## src/rtl/bias_sweep_ctrl.sv

```systemverilog
// Diode bias sweep controller: ramps a DAC code, listens for avalanche noise after each
// write, and backs off a fixed number of codes once noise has been confirmed.
module bias_sweep_ctrl #(
    parameter int DAC_W        = 8,
    parameter int STEP         = 1,
    parameter int DWELL_TICKS  = 19000,
    parameter int SETTLE_TICKS = 250,
    parameter int WINDOW_TICKS = 5750,
    parameter int CONFIRM_WIN  = 3,
    parameter int BACKOFF      = 2
) (
    input  logic             clk,
    input  logic             reset,
    input  logic             start,
    input  logic             abort,
    input  logic             noise_valid,
    input  logic             spi_done,
    output logic [DAC_W-1:0] voltage,
    output logic             spi_start,
    output logic             varu,
    output logic             fail,
    output logic             busy,
    output logic [2:0]       debug_state,
    output logic [3:0]       debug_window_count
);

    typedef enum logic [2:0] {
        IDLE       = 3'd0,
        WRITE_WAIT = 3'd1,
        SETTLE     = 3'd2,
        WINDOW     = 3'd3,
        DWELL      = 3'd4,
        FINAL_WAIT = 3'd5,
        DONE       = 3'd6,
        FAIL       = 3'd7
    } state_t;

    localparam int T_MAX_A = (DWELL_TICKS > SETTLE_TICKS) ? DWELL_TICKS : SETTLE_TICKS;
    localparam int T_MAX   = (T_MAX_A > WINDOW_TICKS) ? T_MAX_A : WINDOW_TICKS;
    localparam int TIMER_W = $clog2(T_MAX + 1);

    localparam logic [TIMER_W-1:0] SETTLE_LAST  = TIMER_W'(SETTLE_TICKS - 1);
    localparam logic [TIMER_W-1:0] WINDOW_LAST  = TIMER_W'(WINDOW_TICKS - 1);
    localparam logic [TIMER_W-1:0] DWELL_LAST   = TIMER_W'(DWELL_TICKS - 1);
    localparam logic [3:0]         CONFIRM_LAST = 4'(CONFIRM_WIN - 1);
    localparam int                 TOP_LIMIT    = (1 << DAC_W) - 1 - STEP;
    localparam logic [DAC_W-1:0]   STEP_V       = DAC_W'(STEP);

    state_t             state;
    logic [TIMER_W-1:0] timer;
    logic [3:0]         window_count;
    logic               noise_flag;
    logic               noisy;
    logic [DAC_W-1:0]   backoff_code;

    assign noisy = noise_flag | noise_valid;

    // Saturate at zero rather than wrapping when BACKOFF exceeds the current code.
    assign backoff_code = (int'(voltage) <= BACKOFF) ? '0 : DAC_W'(int'(voltage) - BACKOFF);

    assign debug_state        = state;
    assign debug_window_count = window_count;

    always_ff @(posedge clk or posedge reset) begin
        if (reset) begin
            state        <= IDLE;
            timer        <= '0;
            window_count <= '0;
            noise_flag   <= 1'b0;
            voltage      <= '0;
            spi_start    <= 1'b0;
            varu         <= 1'b0;
            fail         <= 1'b0;
            busy         <= 1'b0;
        end else begin
            // NOTE: this default is overridden later in the same block; with non-blocking
            // assignments the last write wins, so spi_start is a single-cycle pulse.
            spi_start <= 1'b0;
            if (abort) begin
                state        <= IDLE;
                timer        <= '0;
                window_count <= '0;
                noise_flag   <= 1'b0;
                varu         <= 1'b0;
                fail         <= 1'b0;
                busy         <= 1'b0;
            end else begin
                case (state)
                    IDLE, DONE, FAIL: begin
                        if (start) begin
                            voltage      <= '0;
                            window_count <= '0;
                            varu         <= 1'b0;
                            fail         <= 1'b0;
                            spi_start    <= 1'b1;
                            busy         <= 1'b1;
                            state        <= WRITE_WAIT;
                        end
                    end
                    WRITE_WAIT: begin
                        if (spi_done) begin
                            timer <= '0;
                            state <= SETTLE;
                        end
                    end
                    SETTLE: begin
                        if (timer == SETTLE_LAST) begin
                            timer <= '0;
                            state <= WINDOW;
                        end else begin
                            timer <= timer + TIMER_W'(1);
                        end
                    end
                    WINDOW: begin
                        if (timer == WINDOW_LAST) begin
                            timer      <= '0;
                            noise_flag <= 1'b0;
                            if (noisy) begin
                                window_count <= window_count + 4'd1;
                                if (window_count == CONFIRM_LAST) begin
                                    voltage   <= backoff_code;
                                    spi_start <= 1'b1;
                                    state     <= FINAL_WAIT;
                                end else begin
                                    state <= DWELL;
                                end
                            end else begin
                                window_count <= '0;
                                if (int'(voltage) > TOP_LIMIT) begin
                                    fail  <= 1'b1;
                                    busy  <= 1'b0;
                                    state <= FAIL;
                                end else begin
                                    voltage <= voltage + STEP_V;
                                    state   <= DWELL;
                                end
                            end
                        end else begin
                            timer      <= timer + TIMER_W'(1);
                            noise_flag <= noisy;
                        end
                    end
                    DWELL: begin
                        if (timer == DWELL_LAST) begin
                            timer     <= '0;
                            spi_start <= 1'b1;
                            state     <= WRITE_WAIT;
                        end else begin
                            timer <= timer + TIMER_W'(1);
                        end
                    end
                    FINAL_WAIT: begin
                        if (spi_done) begin
                            varu  <= 1'b1;
                            busy  <= 1'b0;
                            state <= DONE;
                        end
                    end
                    default: state <= IDLE;
                endcase
            end
        end
    end

endmodule

```

## config.mk

```make
export PLATFORM = sky130hd
export DESIGN_NAME = bias_sweep_ctrl
export DESIGN_NICKNAME = d
export VERILOG_FILES = /design/src/rtl/bias_sweep_ctrl.sv
export SDC_FILE = /design/constraint.sdc
export NUM_CORES = 1
export LEC_CHECK = 0
export BUFFER_PORTS_ARGS = -buffer_cell sky130_fd_sc_hd__buf_4
export CORE_MARGIN = 8
export CORE_UTILIZATION = 55
export DETAILED_ROUTE_END_ITERATION = 10
export PLACE_DENSITY = 0.75
export SLEW_MARGIN = 10
export SYNTH_ARGS = -nofsm -noshare
export SYNTH_HDL_FRONTEND = slang
export SYNTH_SLANG_ARGS = --single-unit
```

## constraint.sdc

```tcl
create_clock -name clk -period 4.18 [get_ports clk]
set_input_delay 0.627 -clock clk [delete_from_list [all_inputs] [get_ports clk]]
set_output_delay 0.627 -clock clk [all_outputs]
set_load 0.02 [all_outputs]
```

* After elaboration in Yosys (flattened, before gate mapping)
Index checks and enable logic that the tools add are counted.
** Operators by class
- $add $sub $neg :: 4
- $mul :: 0
- Divide/modulo/power cells :: 0
- Order comparisons :: 2
- Equal/unequal tests :: 23
- Shift operators :: 0
- Mux-type cells :: 55
- Bitwise logic cells :: 2
- Reduce and logical (&&, ||, !) cells :: 15
** Operators by type and width (count)
- 2-to-1 mux 15 bit :: 5
- one-hot mux 15 bit (4 select lines) :: 1
- 2-to-1 mux 8 bit :: 6
- inequality test 3 bit (second input constant) :: 10
- 2-to-1 mux 3 bit :: 8
- 2-to-1 mux 1 bit :: 23
- one-hot mux 3 bit (6 select lines) :: 1
- AND reduction 6 bit :: 3
- 2-to-1 mux 4 bit :: 4
- one-hot mux 8 bit (2 select lines) :: 1
- adder 15 x 1 -> 15 bit (second input constant) :: 1
- == test 15 x 13 -> 1 bit (second input constant) :: 1
- == test 15 bit (second input constant) :: 1
- == test 15 x 8 -> 1 bit (second input constant) :: 1
- == test 3 bit (second input constant) :: 4
- adder 8 x 1 -> 8 bit (second input constant) :: 1
- greater-than comparator 8 bit (second input constant) :: 1
- less-or-equal comparator 8 x 2 -> 1 bit (second input constant) :: 1
- one-hot mux 4 bit (2 select lines) :: 1
- subtractor 8 x 2 -> 8 bit (second input constant) :: 1
- == test 3 x 2 -> 1 bit (second input constant) :: 2
- one-hot mux 1 bit (3 select lines) :: 2
- AND reduction 3 bit :: 2
- nonzero test 3 bit :: 2
- 15 further kinds :: 18
** Word-level totals
- Register bits after elaboration :: 35
- Bits in latches :: 0
- RAM bits :: 0
- Bits in read-only memories :: 0
- Bits of input ports :: 6
- Output and inout bits :: 19
- Word-level logic and storage cells :: 110
- Memories kept :: 0

* Depth between registers and ports, before layout
- Word-level depth :: 6
- Mapped depth :: 8

* Worst setup path before layout
Ideal clock, no wire load.
- Path kind :: register to register
- Start :: register voltage[0]
- End :: register voltage[2]
- Setup time :: 121 ps
- Data arrival time :: 1815 ps
- Required time :: 4059 ps
- Slack :: 2244 ps
- Cell stages (with the launch flop) :: 8
- Path buffers :: 1
- Period minus slack after synthesis :: 1936 ps
- Path through :: dfrtp_1 inv_1 ha_1 nand4b_1 nor3_1 o31ai_4 buf_6 a22o_1
** On the way
- Longest elaborated chain between the ends :: 6
- Elaborated cells on any way between the ends :: 12
- Classes of those cells :: add/sub: 2; order compare: 2; eq/ne: 1; mux: 6; reduce/logical: 1
** RTL lines
- start, declared :: line 18 : output logic [DAC_W-1:0] voltage,
- start signal, assigned :: line 121 : voltage <= backoff_code;
- start signal, assigned :: line 134 : voltage <= voltage + STEP_V;
- subtractor 8 x 2 -> 8 bit or less-or-equal comparator 8 x 2 -> 1 bit (tied branches) :: line 59 : assign backoff_code = (int'(voltage) <= BACKOFF) ? '0 : DAC_W'(int'(voltage) - BACKOFF);
- 2-to-1 mux 8 bit :: line 59
- 2-to-1 mux 8 bit :: line 120 : if (window_count == CONFIRM_LAST) begin
- 2-to-1 mux 8 bit :: line 118 : if (noisy) begin
- 2-to-1 mux 8 bit :: line 115 : if (timer == WINDOW_LAST) begin
- one-hot mux 8 bit (2 select lines) :: line 88 : case (state)
Several ways; a longest one is shown, not always the timed one. The select of a mux whose other input is x is not followed.
A chain may end at the register's enable or synchronous reset.

* Worst setup path after layout
- Start :: register state[1] (netlist: debug_state[1])
- End :: register voltage[1]
** On the way
- Longest elaborated chain between the ends :: 4
- Elaborated cells on any way between the ends :: 12
- Classes of those cells :: eq/ne: 7; mux: 1; reduce/logical: 4
** RTL lines
- start, declared :: line 49 : state_t state;
- start signal, assigned :: line 66 : state <= IDLE;
- start signal, assigned :: line 80 : state <= IDLE;
- start signal, assigned :: line 97 : state <= WRITE_WAIT;
- == test 3 bit or zero test 3 bit (tied branches) :: line 88
- OR reduction 3 bit :: line 88
- inequality test 2 bit (no source line) or nonzero test 2 bit (tied branches)
- AND reduction 6 bit (no source line)
Several ways; a longest one is shown, not always the timed one.

==> reports/metrics.yaml <==
outcome: "complete, no violations"
initialDrtViolationCount: 155
ant_nets: 0
ys_types: 61
regToRegSetupSlack_ps: 1660
peakVddDrop_v: 0.0003625
cts_root_buf: "clkbuf_8"
clkTransAtPathRegs_ps: 80
drt_pass1_iterations: 5
grt_pass1_vias: 2219
gp_congestion: 0.8425
relSlewSlack: 0.5725
tightest_slew_ps: 641.2
syn-num-nets: 307
synth_flop_cell: "dfrtp_1"
dp.cells: 355
rsz0062_at_grt: "false"
ctsHoldBuffers: 0
critical_path_required_ps: 4360
dp_worst_setup_slack_ps: 1676
area_delta_synth_final_pct: 10.72
hpwl_mm: 4.058
final_cell_count_no_fill: 363
netlist_instances: 292
ys_ff_latch: 35
hp-class: "input port to async pin"
setup_ws_ps: 1663
vias: 2282
yosys_warnings: 0
synth_area_leaders: "dfrtp_1 (35%), nand2_1 (5.4%), ha_1 (4.5%)"
period_share: 0.6022
p_leak_uw: 0.001115
setup_viol: 0
layout_commonest_cell: "nand2_1"
antenna_found_initial: 0
grtUsageTotal: 0.1693
clockBufferDepth: 2
numCtsBuffers: 5
startpoint_type: "flop"
fin_crit_ps: 2517
worstPathArrival_ps: 2700
grt_overflow: 0
grt_max_degree: 36
h-tree-depth: 2
crit_type: "flop to flop"
hold_viol: 0
wl_per_cell_um: 16.09
slew_violations: 0
cp-end-kind: "flop"
ys_seq_area_frac: 0.3507
synth.top_cell.area_share: 0.3507
worstSkewPairLatency_ps: 290
cts_sinks: 35
multi_input_area_mm2: 0.001500
critPathMaxFanout: 22
diodes: 0
vias_per_cell: 6.287
final_cell_mix: "nand2_1 (36), dfrtp_1 (35), buf_4 (26), o21ai_1 (21), nor2_1 (18)"
grt_pass1_wl_mm: 10.29
port_buffers: 24
coreArea_mm2: 0.004354
yosys.area.top_type: "dfrtp_1"
dieArea_mm2: 0.006953
initial_core_util: 0.5736
synth_edf_count: 0
drive_above_1_share: 0.1511
fmax_mhz: 397.3
avgSynthCellArea_um2: 8.553
seqCellArea_um2: 875.8
drcViolationCount: 0
synth-async-reset-ratio: 1.000
ioPinCount: 25
drv_cap: 0
routed_wirelength_mm: 5.839
netlist_area_mm2: 0.002497
row_count: 24
skew_ps: 4.675
powerDensity_mw_per_mm2: 420.2
cts_resized: 0
r2r_end: "voltage[1]$_DFFE_PP0P_"
post-cts-setup-buffers: 0
reg2reg_depth: 5
layout.nets: 325
fp.dieW_um: 83.39
finalSetupTns_ps: 0
timing.rr.start: "debug_state[1]$_DFFE_PP0P_"
fillerInstances: 379
cts_tree: "yes"
die_y_um: 83.39
worst max-delay path by stage:
stage / from / to / slack [ps]
6_report: debug_state[1]$_DFFE_PP0P_ / voltage[1]$_DFFE_PP0P_ / 1660
5_1_grt: debug_state[1]$_DFFE_PP0P_ / voltage[1]$_DFFE_PP0P_ / 1440
4_1_cts: debug_state[1]$_DFFE_PP0P_ / voltage[1]$_DFFE_PP0P_ / 1650
3_5_place_dp: debug_state[1]$_DFFE_PP0P_ / voltage[1]$_DFFE_PP0P_ / 1680
3_3_place_gp: debug_state[1]$_DFFE_PP0P_ / voltage[1]$_DFFE_PP0P_ / 1760
2_1_floorplan: voltage[0]$_DFFE_PP0P_ / voltage[2]$_DFFE_PP0P_ / 2240
logic make-up after synthesis:
family,after synthesis,share of synthesized area
multiplexers,1,0.004008
flip-flops,35,0.3507
adder cells (fa/ha/maj),9,0.04509
AO/OA/AOI/OAI,88,0.2475
buffers and inverters,27,0.05060
AND/OR/NAND/NOR,128,0.2881
XOR/XNOR,4,0.01403
report_power, final:
group | leakage [µW] | internal (µW) | switching [µW]
logic | 0.000585 | 184 | 268
registers | 0.000482 | 373 | 93.1
clock network | 0.0000477 | 114 | 130
total | 0.00111 | 671 | 491
stage by stage:
step / util / hold WS, ps / total power (µW) / cell area [µm²]
finish: 0.6351 / 426.4 / 1162 / 2765
CTS: 0.6351 / 451.6 / 1162 / 2765
detailed placement: 0.6158 / 506.4 / 919.8 / 2681
global route: 0.6351 / 513.8 / 1235 / 2765
global placement: 0.6158 / 506.0 / 910.1 / 2681
floorplan: - / 507.2 / 791.9 / 2497
routing by layer:
metal	GRT usage	vias up	routed length [µm]	part of all wire
met5	0	-	0	0
met4	0.04952	0	47	0.0080
met3	0.03516	4	273	0.047
met2	0.2673	61	2629	0.45
met1	0.2251	1087	2888	0.49
li1	-	1130	-	-
sequential cells by signal, indices dropped and copies added (netlist names):
register / count
busy: 1
debug_state: 3
debug_window_count: 4
fail: 1
noise_flag: 1
spi_start: 1
timer: 15
varu: 1
voltage: 8
Yosys cell counts, types with 5 or more instances:
| cell type | number |
|---|---|
| nand2_1 | 36 |
| dfrtp_1 | 35 |
| o21ai_1 | 21 |
| nor2_1 | 18 |
| a21oi_1 | 17 |
| nor3_1 | 16 |
| inv_1 | 12 |
| ha_1 | 9 |
| nand3_1 | 9 |
| buf_2 | 8 |
| nand4_1 | 7 |
| a211oi_1 | 5 |
| a31oi_1 | 5 |
| clkbuf_1 | 5 |
| o211ai_1 | 5 |
| o21ai_0 | 5 |
critical path, cell delays in order, from the launching register on:
cell and delay [ps]:
dfrtp_1 730, and3b_1 510, o211ai_1 210, o31ai_4 570
o221ai_1 240, o21a_1 150
cell type report:
| cell class | instances | area share |
|---|---|---|
| multi-input combinational | 230 | 0.5425 |
| sequential | 35 | 0.3167 |
| timing repair buffer | 26 | 0.07059 |
| clock buffer | 5 | 0.02489 |
| tap | 52 | 0.02353 |
| inverter | 12 | 0.01629 |
| clock inverter | 3 | 0.005430 |
Note: power is estimated with default switching activity, not from simulation.
